**config.mk**
```make
export PLATFORM = sky130hd
export DESIGN_NAME = remote_controller
export DESIGN_NICKNAME = d
export VERILOG_FILES = /design/src/rtl/remote_controller_pkg.sv /design/src/rtl/remote_controller_shift_reg.sv /design/src/rtl/remote_controller.sv
export SDC_FILE = /design/constraint.sdc
export NUM_CORES = 1
export LEC_CHECK = 0
export BUFFER_PORTS_ARGS = -buffer_cell sky130_fd_sc_hd__buf_2
export CAP_MARGIN = 20
export CORE_MARGIN = 2
export CORE_UTILIZATION = 50
export DETAILED_ROUTE_END_ITERATION = 10
export PLACE_DENSITY = 0.67
export RECOVER_POWER = 100
export SLEW_MARGIN = 25
export SYNTH_ARGS = -nofsm -noshare
export SYNTH_HDL_FRONTEND = slang
export SYNTH_SLANG_ARGS = --single-unit
```
**constraint.sdc**
```tcl
create_clock -name Clock -period 1.8 [get_ports Clock]
set_clock_uncertainty 0.15 [all_clocks]
set_input_delay 0.18 -clock Clock [delete_from_list [all_inputs] [get_ports Clock]]
set_output_delay 0.18 -clock Clock [all_outputs]
set_load 0.02 [all_outputs]
```
**src/rtl/remote_controller_pkg.sv**
```systemverilog
`default_nettype none
// ============================================================================
//  Module      : remote_controller_pkg
//  Description : Shared types and constants for the IR remote frame decoder.
//                Optional feature macro: REMOTE_CUSTOM_FILTER_EN
//  Revision    : 1.0 - initial release
// ============================================================================
package remote_controller_pkg;

   localparam int CUSTOM_BITS = 16;
   localparam int KEY_BITS    = 8;

   // custom + key + inverted key, the payload captured by the shift register
   localparam int c_FRAME_BITS = CUSTOM_BITS + 2 * KEY_BITS;
   localparam int c_CNT_W      = 4;

   typedef enum logic [2:0] {
      IDLE        = 3'd0,
      CUSTOM      = 3'd1,
      KEY         = 3'd2,
      INVKEY      = 3'd3,
      ENDBIT      = 3'd4,
      CHECK       = 3'd5,
      READY_PULSE = 3'd6,
      WAIT_HIGH   = 3'd7
   } state_t;

   // A key byte is trusted only when it arrives with its exact complement
   function automatic logic key_ok(input logic [KEY_BITS-1:0] key,
                                   input logic [KEY_BITS-1:0] inv);
      return (key == ~inv);
   endfunction

endpackage
`default_nettype wire

```
**src/rtl/remote_controller_shift_reg.sv**
```systemverilog
`default_nettype none
// ============================================================================
//  Module      : ir_shift_reg
//  Description : Serial-in, parallel-out shift register for IR frame payload.
//                Bits enter at the LSB, so the first bit received ends up MSB.
//  Revision    : 1.0 - initial release
// ============================================================================
module ir_shift_reg #(
   parameter int WIDTH = 32
) (
   input  logic             i_clk,
   input  logic             i_rst_n,
   input  logic             i_clr,
   input  logic             i_shift,
   input  logic             i_din,
   output logic [WIDTH-1:0] o_data
);

   logic [WIDTH-1:0] r_data;

   // Shift one bit per enabled cycle; clear on reset or frame start
   always_ff @(posedge i_clk or negedge i_rst_n) begin
      if (!i_rst_n) begin
         r_data <= '0;
      end else if (i_clr) begin
         r_data <= '0;
      end else if (i_shift) begin
         r_data <= {r_data[WIDTH-2:0], i_din};
      end
   end

   assign o_data = r_data;

endmodule
`default_nettype wire

```
**src/rtl/remote_controller.sv**
```systemverilog
`default_nettype none
// ============================================================================
//  Module      : remote_controller
//  Description : Decodes 34-bit IR remote frames (lead 0, 16 custom bits,
//                8 key bits, 8 inverted key bits, end 1), one bit per clock,
//                and emits the key on Tecla with a PULSE_LEN-cycle Ready.
//                Optional macro REMOTE_CUSTOM_FILTER_EN additionally requires
//                the custom code to equal CUSTOM_CODE.
//  Revision    : 1.0 - initial release
// ============================================================================
module remote_controller
   import remote_controller_pkg::*;
#(
   parameter int          PULSE_LEN   = 2,
   parameter logic [15:0] CUSTOM_CODE = 16'hABCD
) (
   input  logic       Clock,
   input  logic       Reset,
   input  logic       Serial,
   output logic [7:0] Tecla,
   output logic       Ready
);

   state_t               state;
   state_t               w_state_nxt;
   logic [c_CNT_W-1:0]   r_cnt;
   logic [c_CNT_W-1:0]   w_cnt_nxt;
   logic                 r_ready;
   logic                 w_ready_nxt;
   logic [KEY_BITS-1:0]  r_tecla;
   logic [KEY_BITS-1:0]  w_tecla_nxt;
   logic                 w_shift;
   logic                 w_clr;
   logic                 w_accept;
   logic [c_FRAME_BITS-1:0] w_frame;
   logic [CUSTOM_BITS-1:0]  w_custom;
   logic [KEY_BITS-1:0]     w_key;
   logic [KEY_BITS-1:0]     w_inv;

   ir_shift_reg #(
      .WIDTH (c_FRAME_BITS)
   ) u_shift (
      .i_clk   (Clock),
      .i_rst_n (Reset),
      .i_clr   (w_clr),
      .i_shift (w_shift),
      .i_din   (Serial),
      .o_data  (w_frame)
   );

   assign w_custom = w_frame[c_FRAME_BITS-1 -: CUSTOM_BITS];
   assign w_key    = w_frame[2*KEY_BITS-1 -: KEY_BITS];
   assign w_inv    = w_frame[KEY_BITS-1:0];

`ifdef REMOTE_CUSTOM_FILTER_EN
   assign w_accept = key_ok(w_key, w_inv) && (w_custom == CUSTOM_CODE);
`else
   // Custom code is deliberately ignored in this build
   logic w_unused_custom;
   assign w_unused_custom = ^{w_custom, CUSTOM_CODE};
   assign w_accept        = key_ok(w_key, w_inv);
`endif

   // State, bit counter and output registers
   always_ff @(posedge Clock or negedge Reset) begin
      if (!Reset) begin
         state   <= IDLE;
         r_cnt   <= '0;
         r_ready <= 1'b0;
         r_tecla <= '0;
      end else begin
         state   <= w_state_nxt;
         r_cnt   <= w_cnt_nxt;
         r_ready <= w_ready_nxt;
         r_tecla <= w_tecla_nxt;
      end
   end

   // Next-state, counter and output decode
   always_comb begin
      w_state_nxt = state;
      w_cnt_nxt   = r_cnt;
      w_ready_nxt = r_ready;
      w_tecla_nxt = r_tecla;
      w_shift     = 1'b0;
      w_clr       = 1'b0;
      case (state)
         IDLE: begin
            w_ready_nxt = 1'b0;
            w_tecla_nxt = '0;
            if (!Serial) begin
               w_state_nxt = CUSTOM;
               w_cnt_nxt   = '0;
               w_clr       = 1'b1;
            end
         end
         CUSTOM: begin
            w_shift = 1'b1;
            if (r_cnt == c_CNT_W'(CUSTOM_BITS - 1)) begin
               w_state_nxt = KEY;
               w_cnt_nxt   = '0;
            end else begin
               w_cnt_nxt = r_cnt + 1'b1;
            end
         end
         KEY: begin
            w_shift = 1'b1;
            if (r_cnt == c_CNT_W'(KEY_BITS - 1)) begin
               w_state_nxt = INVKEY;
               w_cnt_nxt   = '0;
            end else begin
               w_cnt_nxt = r_cnt + 1'b1;
            end
         end
         INVKEY: begin
            w_shift = 1'b1;
            if (r_cnt == c_CNT_W'(KEY_BITS - 1)) begin
               w_state_nxt = ENDBIT;
               w_cnt_nxt   = '0;
            end else begin
               w_cnt_nxt = r_cnt + 1'b1;
            end
         end
         ENDBIT: begin
            // A missing end bit means a corrupt frame; wait for idle line
            w_state_nxt = Serial ? CHECK : WAIT_HIGH;
         end
         CHECK: begin
            if (w_accept) begin
               w_state_nxt = READY_PULSE;
               w_ready_nxt = 1'b1;
               w_tecla_nxt = w_key;
               w_cnt_nxt   = c_CNT_W'(1);
            end else begin
               w_state_nxt = IDLE;
               w_ready_nxt = 1'b0;
               w_tecla_nxt = '0;
            end
         end
         READY_PULSE: begin
            // r_cnt holds how many cycles Ready has already been high
            if (r_cnt == c_CNT_W'(PULSE_LEN)) begin
               w_state_nxt = IDLE;
               w_ready_nxt = 1'b0;
               w_tecla_nxt = '0;
               w_cnt_nxt   = '0;
            end else begin
               w_cnt_nxt = r_cnt + 1'b1;
            end
         end
         WAIT_HIGH: begin
            if (Serial) begin
               w_state_nxt = IDLE;
            end
         end
         default: begin
            w_state_nxt = IDLE;
            w_ready_nxt = 1'b0;
            w_tecla_nxt = '0;
            w_cnt_nxt   = '0;
         end
      endcase
   end

   assign Ready = r_ready;
   assign Tecla = r_tecla;

endmodule
`default_nettype wire

```
* Word-level counts from Yosys, hierarchy flattened *
Cells that the tools add are included.

cells by class
  add/subtract/negate cells = 1
  equal/unequal tests = 18
  mux-type cells = 26
  bitwise gates (word level) = 1
  reduce and logical (&&, ||, !) cells = 9

operators with widths
  kind                   number
  $mux W16               2
  $pmux W3 S8            1
  $pmux W8 S3            1
  $mux W3                7
  $mux W4                5
  $pmux W4 S5            1
  $mux W8                2
  $ne A2 B2 Y1 const B   7
  $eq A3 B3 Y1 const B   4
  $eq A8 B8 Y1           1
  $not A8 Y8             1
  $eq A3 B2 Y1 const B   2
  $reduce_and A6 Y1      1
  $mux W1                5
  $reduce_bool A5 Y1     1
  $add A4 B1 Y4 const B  1
  $eq A4 B2 Y1 const B   1
  $eq A4 B3 Y1 const B   1
  $eq A4 B4 Y1 const B   1
  $eq A3 B1 Y1 const B   1
  $logic_not A3 Y1       1
  $pmux W1 S3            1
  $reduce_and A3 Y1      1
  $reduce_bool A3 Y1     1
  5 further kinds        5

word-level totals
  flip-flop bits (word level) = 32
  input bits = 3
  output and inout bits = 9

* Longest topological paths before layout *
  word-level depth = 5
  gate-level depth with buffers = 7

* Cells and area by module *
From an unflattened synthesis, not the netlist that was laid out.

second synthesis, totals
  cells, all modules = 205
  area total of the unflattened synthesis = 2363.5 um^2

by module, submodules not included
  module             instances  cells each  area an instance (um^2)  seq. area each (um^2)
  ir_shift_reg       1          103         1323.8                   800.8
  remote_controller  1          102         1039.7                   400.4

* Worst setup path after synthesis *
OpenSTA, ideal clock, no wires.

  path type = register to register
  from = register u_shift.r_data[10], in the netlist u_shift.o_data[10]
  to = register r_cnt[0]
  setup time = 127 ps
  data arrival time = 1540 ps
  data required time = 1523 ps
  setup slack = -17 ps
  cell stages (with the launch flop) = 6
  period minus slack after synthesis = 1817 ps
  cells stage by stage = dfrtp_1 -> xnor2_1 -> or3_4 -> nor3_4 -> or3_4 -> mux2_1

on the way
  cells in the longest elaborated chain, start to end = 3

RTL lines
  item                                line                               RTL
  start: declaration                  remote_controller_shift_reg.sv:19  logic [WIDTH-1:0] r_data;
  start signal: assignment            remote_controller_shift_reg.sv:28  r_data <= {r_data[WIDTH-2:0], i_din};
  $eq A8 B8 Y1                        remote_controller_pkg.sv:31        return (key == ~inv);
  $ne A2 B2 Y1 (no source line)       n/a
  $reduce_and A3 Y1 (no source line)  n/a
  end signal: assignment              remote_controller.sv:73            r_cnt <= w_cnt_nxt;
  end: declaration                    remote_controller.sv:26            logic [c_CNT_W-1:0] r_cnt;

No other way between the ends.
A chain may end at the register's enable or synchronous reset.

* Worst setup path after layout *
  from = register u_shift.r_data[2], in the netlist u_shift.o_data[2]
  to = register r_cnt[0]

on the way
  cells in the longest elaborated chain, start to end = 4

RTL lines
  item                                line
  $not A8 Y8                          remote_controller_pkg.sv:31
  $eq A8 B8 Y1                        remote_controller_pkg.sv:31
  $ne A2 B2 Y1 (no source line)       n/a
  $reduce_and A3 Y1 (no source line)  n/a

No other way between the ends.

==> results.rst <==
.. list-table::
   :header-rows: 1

   * - Metric
     - Value
   * - Instance count after placement with tap cells included
     - 189
   * - Highest net fanout along the worst path
     - 3
   * - Static leakage
     - 0.000960 µW
   * - Count of nets left with antenna violations after detail routing
     - 0
   * - ANT cells
     - 0
   * - Largest cells by area after synthesis
     - sky130_fd_sc_hd__dfrtp_1 54%, sky130_fd_sc_hd__a22o_1 14%, sky130_fd_sc_hd__xor2_1 4.1%, sky130_fd_sc_hd__nand2_1 2.3%, sky130_fd_sc_hd__nor2_1 2.3%
   * - PD cells
     - 1700 nW/µm²
   * - Root buffer cell
     - sky130_fd_sc_hd__clkbuf_4
   * - Failing checks
     - negative setup slack
   * - Cell depth of the worst flop-to-flop path
     - 5
   * - Number of I/O pins
     - 12
   * - Type of the setup path with the least slack
     - register to register
   * - Initial antenna violation count
     - 0
   * - Transition time at the pin with the least slew margin
     - 0.772 ns
   * - GPL Wtd Cong
     - 0.926
   * - Gate family responsible for the most delay along the worst path
     - simple AND/OR/NAND/NOR gates
   * - Max Buffers Root-to-Sink
     - 2
   * - Setup slack, reg-to-reg
     - -0.004 ns
   * - Global-route wire length before repair
     - 5610 µm
   * - PnR worst setup slack
     - -0.00369 ns
   * - Cell type with the highest occurrence count on the critical path
     - sky130_fd_sc_hd__or3_4
   * - Number of pins with negative max-slew slack in the final report
     - 0
   * - Number of placement rows
     - 19
   * - Inserted Clock Buffers
     - 5
   * - Detailed Route WL
     - 3500 µm
   * - Max Cap Viol
     - 0
   * - Depth of the CTS H-tree
     - 2
   * - Top-area cell type share of the netlist area
     - 54.0%
   * - Count of state elements after synthesis
     - 32
   * - Sum of overflow across all layers after global routing
     - 0
   * - Endpoint type of the worst setup path
     - register
   * - Kind of start point of the critical path
     - register
   * - Run status
     - finished with violations
   * - Post-synth top area cell
     - sky130_fd_sc_hd__dfrtp_1
   * - Clock transition at path regs
     - 0.09 ns
   * - Area enclosed by the die boundary
     - 3420 µm²
   * - Worst reg2reg endpoint
     - r_cnt[0]$_DFFE_PN0P_
   * - Min Clock Period, post-route
     - 1.80 ns
   * - RSZ-0062 raised after global routing
     - yes
   * - Register area share after synthesis
     - 54.0%
   * - Number of clock sinks
     - 32
   * - Worst stage delay on the critical path
     - 0.43 ns
   * - Number of DRC violations after detailed-routing iteration 0
     - 101
   * - Global-route usage over all layers
     - 22.6%
   * - Hold Path Stages
     - 2
   * - Vert. Die Dim
     - 58.5 µm
   * - Initial Util
     - 53.4%
   * - Slowest CP cell
     - sky130_fd_sc_hd__dfrtp_1
   * - Post-Synthesis Mean Instance Area
     - 11.2 µm²
   * - Total number of vias
     - 1226
   * - Mean number of vias per cell
     - 5.95
   * - Syn-to-layout area delta
     - 28.7%
   * - Worst path cell trace
     - xnor2_2 -> or3_4 -> nor3_4 -> or3_4 -> mux2_4
   * - Area after detailed placement
     - 1700 µm²
   * - Number of global-route vias before repair
     - 1177
   * - Place WS
     - -0.111 ns
   * - Ratio of final minimum period to clock period
     - 100%
   * - Arrival time worst endpoint
     - 1.87 ns
   * - WL per Instance
     - 17.0 µm
   * - Final setup violating endpoints
     - 1
   * - Count of synthesis-stage warnings from yosys
     - 0
   * - Final std cell area, no fill
     - 1910 µm²
   * - Maximum number of pins on one net before global-route repair
     - 33
   * - First drt pass iteration count
     - 4
   * - Max Clk Rate
     - 554 MHz
   * - Clock tree from TritonCTS
     - built
   * - Worst endpoint required time
     - 1.87 ns
   * - Hold path endpoint
     - state[0]$_DFFE_PN0P_
   * - Core Footprint
     - 2780 µm²
   * - Share of layout cells above drive strength 1
     - 32.6%
   * - Net total in the final layout
     - 180
   * - Max-Slew Margin vs Limit
     - 48.5%
   * - Die W
     - 58.5 µm
   * - Worst hold path startpoint
     - Serial
   * - Hold Path Class
     - primary input to register
   * - Endpoints failing hold
     - 0
   * - Syn nets
     - 138
   * - Mapped Cells
     - 133
   * - Number of buffer and inverter stages on the critical path
     - 0
   * - Count of different cell masters after synthesis
     - 34
   * - Summed instance area of the synthesized netlist
     - 1480 µm²
   * - Final routed DRC violation total
     - 0
   * - Startpoint of the lowest-slack register-to-register path
     - u_shift.o_data[2]$_DFFE_PN0P_
   * - Non-filler cells in the finished layout
     - 206
   * - Sum of net half-perimeters after detailed placement
     - 2220 µm
   * - Worst voltage drop across the vdd grid
     - 1290 µV
   * - Clock insertion delay at the later pin of the skew report
     - 0.33 ns
   * - Worst hold-check slack
     - 0.0267 ns
   * - Number of port buffers
     - 11
flip-flops by register name (all words and copies together) (netlist names):
name	cells
Ready	1
u_shift.o_data	16
Tecla	8
r_cnt	4
state	3
logic make-up after synthesis:
family / synth area share (%)
AO/OA/AOI/OAI: 23.0
AND/OR/NAND/NOR: 11.8
flip-flops: 54.0
buffers and inverters: 3.37
XOR/XNOR: 4.72
multiplexers: 1.43
adder cells (fa/ha/maj): 1.69
area by class of cell:
class / count / area [µm²]
Clock buffer: 7 / 65.1
Fill cell: 218 / 872
Inverter: 4 / 15.0
Multi-Input combinational cell: 90 / 708
Sequential cell: 32 / 803
Tap cell: 31 / 38.8
Timing Repair Buffer: 42 / 279
stage by stage:
| stage | util [%] | power [µW] | setup TNS [ns] |
|---|---|---|---|
| floorplan | - | 1900 | 0 |
| global placement | 61.1 | 2370 | -0.768 |
| detailed placement | 61.1 | 2420 | -1.38 |
| CTS | 64.6 | 2930 | 0 |
| global route | 68.6 | 3490 | -0.238 |
| finish | 68.6 | 3250 | -0.00369 |
metal layers:
layer  vias up  wire length, µm  track usage (%)
met1       615             1540             30.9
met2        34             1720             32.6
met3         6              170             8.35
li1        571                -                -
met5         -                0                0
met4         0               61             9.30
report_power, final:
| group | internal (µW) | switching [µW] | leakage, µW |
|---|---|---|---|
| clock network | 221 | 230 | 0.0000374 |
| registers | 893 | 181 | 0.000428 |
| logic | 824 | 904 | 0.000494 |
| total | 1940 | 1310 | 0.000960 |
worst max-delay path by stage:
stage,startpoint,to,slack [ns],cells past startpoint
global route,r_cnt[0]$_DFFE_PN0P_,state[2]$_DFFE_PN0P_,-0.1,7
global placement,r_cnt[0]$_DFFE_PN0P_,r_cnt[0]$_DFFE_PN0P_,-0.07,7
CTS,u_shift.o_data[2]$_DFFE_PN0P_,r_cnt[0]$_DFFE_PN0P_,0.007,5
floorplan,r_cnt[0]$_DFFE_PN0P_,r_cnt[0]$_DFFE_PN0P_,0.01,7
detailed placement,state[0]$_DFFE_PN0P_,u_shift.o_data[2]$_DFFE_PN0P_,-0.11,5
finish,u_shift.o_data[2]$_DFFE_PN0P_,r_cnt[0]$_DFFE_PN0P_,-0.004,5
cells in the final DEF, fill, tap and decap left out, drive strengths merged, types with 3 or more instances in the layout:
cell type / count
xor2: 7
inv: 4
dfrtp: 32
a22o: 23
a21oi: 6
o22ai: 3
or3: 3
o21ai: 5
clkbuf: 17
nor2: 10
nand2: 9
a31oi: 3
buf: 31
synth_stat cells, drive strengths merged:
cell and instances:
o21a 1, o221ai 1, o21ai 5, a41oi 1, o211ai 1, clkbuf 2, a31oi 3, o22ai 3
nand2b 2, nor3 1, dfrtp 32, nand3 2, mux2 1, ha 2, inv 4, a22o 23
nand4 1, nand2 9, a21oi 6, xor2 7, a21o 1, buf 5, nor2 10, nor4 1
mux2i 1, or2 1, a22oi 1, xnor2 1, nor3b 2, or3 3
timing repair:
item / CTS / global route
hold buffers: 1 / 0
buffers inserted: 0 / 9
resized for setup: 6 / 12
endpoints found under the hold margin: 32 / 0
pin swaps: 0 / 5
endpoints found under the setup margin: 17 / 7
(Power assumes the default switching activity.)
